--- config.mk ---
export PLATFORM = sky130hd
export DESIGN_NAME = if_id_pipe
export DESIGN_NICKNAME = d
export VERILOG_FILES = /design/src/rtl/if_id_pipe.sv
export SDC_FILE = /design/constraint.sdc
export NUM_CORES = 1
export LEC_CHECK = 0
export CORE_UTILIZATION = 31
export DETAILED_ROUTE_END_ITERATION = 7
export GPL_TIMING_DRIVEN = 0
export PLACE_DENSITY_LB_ADDON = 0.08
export RECOVER_POWER = 25
export SETUP_SLACK_MARGIN = 0.15
export SLEW_MARGIN = 15
export SYNTH_ARGS = -nofsm -noshare
export SYNTH_HDL_FRONTEND = slang
export SYNTH_SLANG_ARGS = --single-unit
--- constraint.sdc ---
create_clock -name clk -period 12.4 [get_ports clk]
set_input_delay 1.86 -clock clk [delete_from_list [all_inputs] [get_ports clk]]
set_output_delay 1.86 -clock clk [all_outputs]
set_load 0.02 [all_outputs]
--- src/rtl/if_id_pipe.sv ---
// if_id_pipe: fetch/decode stage register with valid/ready handshake, flush and a stall counter.
// Build with IF_ID_SKID_EN defined for a 2-entry skid buffer and a registered in_ready.
module if_id_pipe #(
  parameter int unsigned     DW     = 32,
  parameter int unsigned     AW     = 32,
  parameter int unsigned     PC_INC = 4,
  parameter logic [DW-1:0]   NOP    = '0,
  parameter int unsigned     CW     = 16
) (
  input  logic          clk,
  input  logic          rst_n,
  input  logic          flush,
  input  logic          in_valid,
  output logic          in_ready,
  input  logic [DW-1:0] in_ins,
  input  logic [AW-1:0] in_pc,
  output logic          out_valid,
  input  logic          out_ready,
  output logic [DW-1:0] out_ins,
  output logic [AW-1:0] out_pc,
  output logic [CW-1:0] stall_cnt
);

  typedef struct packed {
    logic [DW-1:0] ins;
    logic [AW-1:0] pc;
  } entry_t;

  entry_t        w_in_entry;
  logic          w_in_xfer;
  logic          w_out_xfer;
  logic          w_stall;

  logic          r_m_valid;
  entry_t        r_m;
  logic          w_m_valid_nxt;
  logic          w_m_load;
  entry_t        w_m_nxt;

  logic [CW-1:0] r_stall_cnt;

`ifdef IF_ID_SKID_EN
  logic          r_s_valid;
  entry_t        r_s;
  logic          r_in_ready;
  logic          w_s_valid_nxt;
  logic          w_s_load;
`endif

  // Link PC is formed at capture time and wraps modulo 2^AW.
  assign w_in_entry = '{ins: in_ins, pc: in_pc + AW'(PC_INC)};

`ifdef IF_ID_SKID_EN
  assign in_ready   = r_in_ready;
`else
  assign in_ready   = !r_m_valid || out_ready;
`endif

  assign w_in_xfer  = in_valid && in_ready;
  assign w_out_xfer = r_m_valid && out_ready;
  assign w_stall    = r_m_valid && !out_ready;

  always_comb begin
    // NOTE: every output of this block gets a default first, so no path leaves one unassigned (no latch).
    w_m_valid_nxt = r_m_valid;
    w_m_load      = 1'b0;
    w_m_nxt       = w_in_entry;
`ifdef IF_ID_SKID_EN
    w_s_valid_nxt = r_s_valid;
    w_s_load      = 1'b0;
    if (flush) begin
      w_m_valid_nxt = 1'b0;
      w_s_valid_nxt = 1'b0;
    end else if (w_out_xfer) begin
      if (r_s_valid) begin
        // The skid entry is older than anything on the input, so it moves up first.
        w_m_load      = 1'b1;
        w_m_nxt       = r_s;
        w_s_valid_nxt = 1'b0;
      end else if (w_in_xfer) begin
        w_m_load      = 1'b1;
      end else begin
        w_m_valid_nxt = 1'b0;
      end
    end else if (w_in_xfer) begin
      if (r_m_valid) begin
        w_s_load      = 1'b1;
        w_s_valid_nxt = 1'b1;
      end else begin
        w_m_load      = 1'b1;
        w_m_valid_nxt = 1'b1;
      end
    end
`else
    if (flush) begin
      w_m_valid_nxt = 1'b0;
    end else if (w_in_xfer) begin
      w_m_load      = 1'b1;
      w_m_valid_nxt = 1'b1;
    end else if (w_out_xfer) begin
      w_m_valid_nxt = 1'b0;
    end
`endif
  end

  // NOTE: clocked state uses <= so every flop samples pre-edge values regardless of statement order.
  always_ff @(posedge clk or negedge rst_n) begin
    if (!rst_n) begin
      r_m_valid <= 1'b0;
    end else begin
      r_m_valid <= w_m_valid_nxt;
    end
  end

  // NOTE: payload flops carry no reset; every output that exposes them is gated by its valid bit.
  always_ff @(posedge clk) begin
    if (w_m_load) begin
      r_m <= w_m_nxt;
    end
  end

`ifdef IF_ID_SKID_EN
  always_ff @(posedge clk or negedge rst_n) begin
    if (!rst_n) begin
      r_s_valid  <= 1'b0;
      r_in_ready <= 1'b1;
    end else begin
      r_s_valid  <= w_s_valid_nxt;
      r_in_ready <= !w_s_valid_nxt;
    end
  end

  always_ff @(posedge clk) begin
    if (w_s_load) begin
      r_s <= w_in_entry;
    end
  end
`endif

  // Stall counter survives flush so redirect-heavy code still shows decoder pressure.
  always_ff @(posedge clk or negedge rst_n) begin
    if (!rst_n) begin
      r_stall_cnt <= '0;
    end else if (w_stall && (r_stall_cnt != {CW{1'b1}})) begin
      r_stall_cnt <= r_stall_cnt + 1'b1;
    end
  end

  assign out_valid = r_m_valid;
  assign out_ins   = r_m_valid ? r_m.ins : NOP;
  assign out_pc    = r_m_valid ? r_m.pc  : '0;
  assign stall_cnt = r_stall_cnt;

endmodule

==> results of run 1 <==
==> power by group <==
| part | switching (mW) | internal (mW) | leakage (nW) |
|---|---|---|---|
| Sequential | 0.0123 | 0.312 | 0.824 |
| Clock | 0.0978 | 0.147 | 0.131 |
| Combinational | 0.0590 | 0.0629 | 1.16 |
| Total | 0.169 | 0.522 | 2.11 |
==> synth_stat cells (2+ instances only) <==
cell type  instances
and3_1             6
dfrtp_1           17
nand3_1           14
and4b_1            2
nor2_1            10
xnor2_1           31
xor2_1            10
nand2_1           15
nor4_4             2
nand4_4            2
nand4_1           14
inv_1              5
clkbuf_1           7
nor3b_1            2
o2111ai_1          2
and2_1            64
a21oi_1            2
and4_1             3
nor3_1             3
edfxtp_1          64
ha_1               2
or2_2              2
==> flip-flops by register name, summed over array words and instances (netlist names) <==
name       cells
stall_cnt     16
out_valid      1
r_m           64
==> worst max-delay path, delay by kind of cell <==
family	cells	cell delay [ns]
buffers and inverters	3	1.34
AND/OR/NAND/NOR	1	0.40
==> through the flow <==
stage          util [%]  worst slack (ns)
6_report           49.8              6.93
5_1_grt            49.8              6.84
4_1_cts            49.8              7.02
3_5_place_dp       47.4              7.03
3_3_place_gp       47.0              2.20
2_1_floorplan         -              5.20
==> final cells by class <==
class	count	area (um^2)
Buffer	7	26.3
Clock buffer	16	272
Fill cell	1049	5830
Inverter	5	18.8
Multi-Input combinational cell	197	1390
Sequential cell	81	2350
Tap cell	143	179
Timing Repair Buffer	156	1550
==> logic make-up (layout without fill, tap and decap cells) <==
kind of cell | Yosys count | in the layout
AND/OR/NAND/NOR | 148 | 148
AO/OA/AOI/OAI | 5 | 5
multiplexers | 1 | 1
XOR/XNOR | 41 | 41
flip-flops | 81 | 81
adder cells (fa/ha/maj) | 2 | 2
buffers and inverters | 12 | 184
==> worst min path at each step <==
stage / startpoint / endpoint
2_1_floorplan: stall_cnt[0] / stall_cnt[0]
3_5_place_dp: stall_cnt[0] / stall_cnt[0]
5_1_grt: stall_cnt[0] / stall_cnt[0]
6_report: stall_cnt[0] / stall_cnt[0]
4_1_cts: stall_cnt[0] / stall_cnt[0]
3_3_place_gp: stall_cnt[0] / stall_cnt[0]
==> per-layer routing <==
metal / vias to the layer above / global-route usage [%]
met5: - / 0
met4: 0 / 7.20
met3: 10 / 4.75
met2: 91 / 23.3
met1: 1274 / 16.8
li1: 1370 / -
==> metrics, run 1 <==
initial antenna violation count=0; Post-DP HPWL=6460 um; Max FO, Critical Path=6; Detail Route Antenna Nets=0; Via density=4.54; Max Freq=0.183 GHz; total power=0.691 mW; Final min period=5.47 ns; grt ovf=0; final period utilization=44.1%; placed instance count=589; Routed WL=8500 um; Peak VDD IR=0.0645 mV; largest family of logic cells by synthesized area=simple AND/OR/NAND/NOR gates; DRC viols=8; CP cell instances=dlygate4sd3_1 -> nor2b_1 -> inv_1 -> clkdlybuf4s50_1; critical path required time=10.54 ns; status=finished, violations left; WHS=0.521 ns; Slowest Stage Delay on Critical Path=0.58 ns; top cells by area in the synthesized netlist=edfxtp_1 (51%), dfrtp_1 (11%), and2_1 (11%); crit path DAT=3.61 ns; DIE WIDTH=112 um; row cnt=39; Yosys warning total=0; WL met2=4150 um; post-cts repair resize count=0; postcts setup bufs=0; fraction of synthesis flops using an asynchronous set or reset pin=21.0%; syn_nets=361; first-pass GRT wire length=13600 um; post-route insts no fill=605; DR WL met3=656 um; Rel. slew slack=40.2%; CTS tree=done; CTS Sinks=81; Critical path destination=in_ready; clock skew=0.00492 ns; gr usage total=14.2%; fraction of layout cells with a size suffix above 1=6.49%; Worst R2R Setup Slack=10.17 ns; XOR/XNOR share of the synthesized area=9.52%; met1 wire length=3530 um; largest buffer count on any clock path=2; PortBufs=150; hold crit path type=flop to flop; total CTS buffers=9; Max Slew Vio Count=0; pwr dens=120 nW/um^2; Core Region=11600 um^2; final hold viol count=0; post-synth top area share=50.9%; area of the die=12600 um^2; vias in the first global route=2700; RSZ-0062 raised after global routing=false; worst r2r src=out_valid; Final Wtd Congestion=0.742; Crit-path slowest cell=dlygate4sd3_1; Initial DRC Count=107; RR Endpoint=r_m[42]; clk_lat worst skew=0.33 ns; commonest cells after routing, fill and taps aside=clkdlybuf4s50_1 (113), and2_1 (64), edfxtp_1 (64); effective utilization at floorplan=32.5%; Reg2Reg Depth=4; final non-filler cell area=5780 um^2; commonest non-fill, non-tap cell in the layout=clkdlybuf4s50_1; Leak=2.11 nW; Die H=112 um; area grow syn2layout=53.3%; synthesized area per cell=13.0 um^2; Via Count=2745; nets=528; # IOs=151; post-synthesis adder-cell area fraction=0.663%; Setup crit end kind=output pin; First-pass DRT Iterations=8; number of max-cap violations=0; Post-synth EDFFs=64; synthesized area=3770 um^2; Min-Delay Path Depth=1; Top FF cell, synth=edfxtp_1; crit path launch=out_ready; Setup-failing EPs final=0; DR top layer=met4; Simple-Gate Fraction of Synth Area=25.1%; Reg clk slew, reported paths=0.05 ns; drt wl/cell=14.1 um; compound-cell area share of the yosys netlist=0.862%; CTS root buf=clkbuf_16; Setup TNS=0 ns; synth unique cells=33; H-tree Lvls=3; failing checks=design-rule violations; Synth Instances=290; Synth Register Bits=81; Hold Buf Count CTS=0; ANT cells=0; DP Area=5510 um^2; critical path class=primary input to output pin; Worst setup SP type=primary input; area leader, netlist=edfxtp_1; Worst Max-Slew Pin Slew=0.893 ns; mux cell area share after synthesis=0.398%; post-synthesis sequential area ratio=62.2%; largest net degree at the start of global routing=18
(Power assumes the default switching activity.)
==> run 2: changes to the inputs <==
- clock period: 12.4 -> 5.55 ns (I/O delays scaled with it)
==> metrics, run 2 (synthesis gave the netlist of run 1 again) <==
DIE WIDTH=112 um; initial antenna violation count=1; area grow syn2layout=53.9%; final hold viol count=0; status=finished, violations left; nets=526; grt ovf=0; postcts setup bufs=0; gr usage total=14.8%; final non-filler cell area=5800 um^2; commonest cells after routing, fill and taps aside=clkdlybuf4s50_1 (113), and2_1 (64), edfxtp_1 (64); Final Util=50.0%; placed instance count=587; Max FO, Critical Path=6; post-route insts no fill=604; register share of total power=47.6%; critical path class=primary input to output pin; Initial DRC Count=83; CTS Sinks=81; Core Region=11600 um^2; Hold Buf Count CTS=0; failing checks=design-rule violations; largest net degree at the start of global routing=18; Routed WL=8490 um; Reg clk slew, reported paths=0.05 ns; number of max-cap violations=0; Setup-failing EPs final=0; DRC viols=14; vias in the first global route=2786; commonest non-fill, non-tap cell in the layout=clkdlybuf4s50_1; crit path DAT=2.65 ns; Max Slew Vio Count=0; Setup crit end kind=output pin; clock skew=0.00383 ns; Leak=2.11 nW; fillers=1065; area of the die=12600 um^2; Worst setup SP type=primary input; Via density=4.55; Detail Route Antenna Nets=0; fraction of layout cells with a size suffix above 1=5.87%; Max Freq=0.287 GHz; Die H=112 um; CTS root buf=clkbuf_16; Top reg by flops=r_m; Clk pwr share=34.5%; sw power=0.380 mW; Setup TNS=0 ns; Final Wtd Congestion=0.761; row cnt=39; sw frac=24.9%; critical path required time=4.72 ns; First-pass DRT Iterations=8; Worst Max-Slew Pin Slew=0.803 ns; CTS tree=done; largest buffer count on any clock path=2; first-pass GRT wire length=14100 um; hold crit path type=flop to flop; # IOs=151; effective utilization at floorplan=32.5%; RSZ-0062 raised after global routing=false; clk_lat worst skew=0.34 ns; combinational share of power=17.9%; total CTS buffers=9; drt wl/cell=14.1 um; max reg flops=64; Peak VDD IR=0.114 mV; final period utilization=62.8%; DP Area=5550 um^2; Via Count=2749; Final min period=3.48 ns; H-tree Lvls=3; Rel. slew slack=46.3%; PortBufs=150; post-cts repair resize count=0; pwr dens=263 nW/um^2; Post-DP HPWL=6320 um; internal power consumption=1.14 mW
run 2: final cells by class:
class                           instances  area [um^2]  area share [%]
Clock buffer                           15          248            4.27
Multi-Input combinational cell        197         1390            24.0
Inverter                                5         18.8           0.323
Buffer                                  7         26.3           0.453
Clock inverter                          1         5.00          0.0862
Timing Repair Buffer                  154         1590            27.3
Antenna cell                            1         2.50          0.0431
Tap cell                              143          179            3.08
Sequential cell                        81         2350            40.4
run 2: path summary, 6_finish.rpt:
kind / start / end / slack, ns / cells past startpoint
setup / recovery: out_ready / in_ready / 2.07 / 4
min in group asynchronous: rst_n / stall_cnt[2] / 1.03 / 1
hold / removal: stall_cnt[10] / stall_cnt[10] / 0.52 / 1
max in group asynchronous: rst_n / stall_cnt[6] / 4.02 / 1
setup reg to reg: out_valid / r_m[40] / 3.38 / 6
hold reg to reg: stall_cnt[10] / stall_cnt[10] / 0.52 / 1
run 2: stage by stage:
step	setup slack [ns]	hold WS (ns)	power (mW)
6_report	2.07	0.521	1.53
5_1_grt	1.97	0.544	1.60
4_1_cts	2.18	0.523	1.56
3_5_place_dp	2.18	0.510	1.02
3_3_place_gp	-0.193	0.512	1.01
2_1_floorplan	1.65	0.537	0.855
run 2: critical path, cell delays in order:
cell and delay, ns:
dlygate4sd3_1 0.56, nor2b_1 0.48, inv_1 0.20, clkdlybuf4s50_1 0.58
run 2: power by group through the flow:
stage	sequential, mW	clock (mW)	combinational (mW)
after floorplan	0.755	0	0.100
after global placement	0.740	0	0.272
after detailed placement	0.739	0	0.282
after CTS	0.726	0.546	0.283
after global routing	0.731	0.576	0.296
final	0.726	0.526	0.273
run 2: per-layer routing:
layer	wire length, um	global-route usage (%)	vias up
met5	0	0	-
met4	156	6.13	0
met3	677	5.67	10
met2	4000	23.5	84
met1	3650	18.1	1293
li1	-	-	1362
==> run 3: changes to the inputs <==
- clock period: 5.55 -> 3.4 ns (I/O delays scaled with it)
==> metrics, run 3 (synthesis gave the netlist of run 1 again) <==
Rel. slew slack=31.8%; Max Freq=0.356 GHz; total CTS buffers=9; gr usage total=14.5%; vias in the first global route=2715; Reg clk slew, reported paths=0.06 ns; pwr dens=443 nW/um^2; total power=2.56 mW; CTS root buf=clkbuf_16; largest net degree at the start of global routing=18; cell family with most CP delay=buffers and inverters; Peak VDD IR=0.197 mV; RSZ-0062 raised after global routing=false; placed instance count=588; Worst setup SP type=primary input; PnR worst setup slack=0.593 ns; Worst R2R Setup Slack=1.28 ns; Post-DP HPWL=6500 um; Setup-failing EPs final=0; max reg flops=64; failing checks=design-rule violations; commonest cells after routing, fill and taps aside=clkdlybuf4s50_1 (112), and2_1 (64), edfxtp_1 (64); post-route insts no fill=605; first-pass GRT wire length=13700 um; final hold viol count=0; Levels on crit path=4; crit path launch=out_ready; Setup TNS=0 ns; RR Endpoint=r_m[57]; Via density=4.57; CP Buf/Inv Count=3; crit path DAT=2.30 ns; fraction of layout cells with a size suffix above 1=6.07%; Clk pwr share=36.6%; status=finished, violations left; PortBufs=150; Critical path destination=in_ready; Die H=112 um; combinational share of power=17.1%; Core Region=11600 um^2; Detail Route Antenna Nets=0; CTS Sinks=81; First-pass DRT Iterations=6; Top reg by flops=r_m; number of max-cap violations=0; Max FO, Critical Path=6; post-cts repair resize count=0; DRC viols=18; area grow syn2layout=53.6%; H-tree Lvls=3; largest buffer count on any clock path=2; CP cell instances=dlygate4sd3_1 -> nor2b_1 -> inv_1 -> clkdlybuf4s50_1; Final Wtd Congestion=0.759; WHS=0.522 ns; sw power=0.629 mW; Slowest Stage Delay on Critical Path=0.58 ns; # IOs=151; hold crit path type=flop to flop; postcts setup bufs=0; Routed WL=8570 um; Final min period=2.81 ns; sw frac=24.5%; clock skew=0.00367 ns; DP Area=5530 um^2; internal power consumption=1.93 mW; grt ovf=0; final non-filler cell area=5790 um^2; Setup crit end kind=output pin; nets=527; row cnt=39; Via Count=2767; Max Slew Vio Count=0; Final Util=49.9%; Place WS=0.664 ns; register share of total power=46.2%; initial antenna violation count=1; worst r2r src=out_valid; drt wl/cell=14.2 um; Leak=2.10 nW; final period utilization=82.6%; Hold Buf Count CTS=0; DIE WIDTH=112 um; effective utilization at floorplan=32.5%; clk_lat worst skew=0.34 ns; area of the die=12600 um^2; Worst Max-Slew Pin Slew=1.01 ns; commonest non-fill, non-tap cell in the layout=clkdlybuf4s50_1; Crit-path slowest cell=clkdlybuf4s50_1; critical path required time=2.89 ns; Reg2Reg Depth=5; critical path class=primary input to output pin; CTS tree=done; Initial DRC Count=88
run 3: changes by cell type in the layout (fill, tap and decap cells not counted), sizes merged:
cell,delta
buf,+1
bufinv,+1
clkbuf,-3
clkdlybuf4s50,-1
clkinv,+2
dlygate4sd3,+1
run 3: area by class of cell:
class,count,area (um^2)
inverter,5,18.8
multi-input combinational,197,1370
timing repair buffer,155,1570
clock inverter,4,43.8
tap,143,179
sequential,81,2350
fill,1089,5820
clock buffer,12,236
antenna,1,2.50
buffer,7,26.3
run 3: power groups by stage:
stage / clock network, mW / registers, mW / logic (mW)
2_1_floorplan: 0 / 1.23 / 0.164
3_3_place_gp: 0 / 1.21 / 0.443
3_5_place_dp: 0 / 1.21 / 0.456
4_1_cts: 0.967 / 1.19 / 0.458
5_1_grt: 1.01 / 1.20 / 0.474
6_report: 0.939 / 1.19 / 0.439
run 3: layer usage:
metal | global-route usage [%] | vias up | part of all wire [%]
li1 | - | 1362 | -
met1 | 16.7 | 1296 | 42
met2 | 24.0 | 97 | 49
met3 | 4.86 | 12 | 7.7
met4 | 7.38 | 0 | 2.1
met5 | 0 | - | 0
run 3: how the worst min path moves through the flow:
stage	end	slack [ns]	from	depth (start not counted)
3_5_place_dp	stall_cnt[10]	0.52	stall_cnt[10]	1
2_1_floorplan	out_valid	0.21	rst_n	0
4_1_cts	stall_cnt[10]	0.53	stall_cnt[10]	1
6_report	stall_cnt[10]	0.52	stall_cnt[10]	1
5_1_grt	stall_cnt[10]	0.56	stall_cnt[10]	1
3_3_place_gp	stall_cnt[0]	0.51	stall_cnt[0]	1
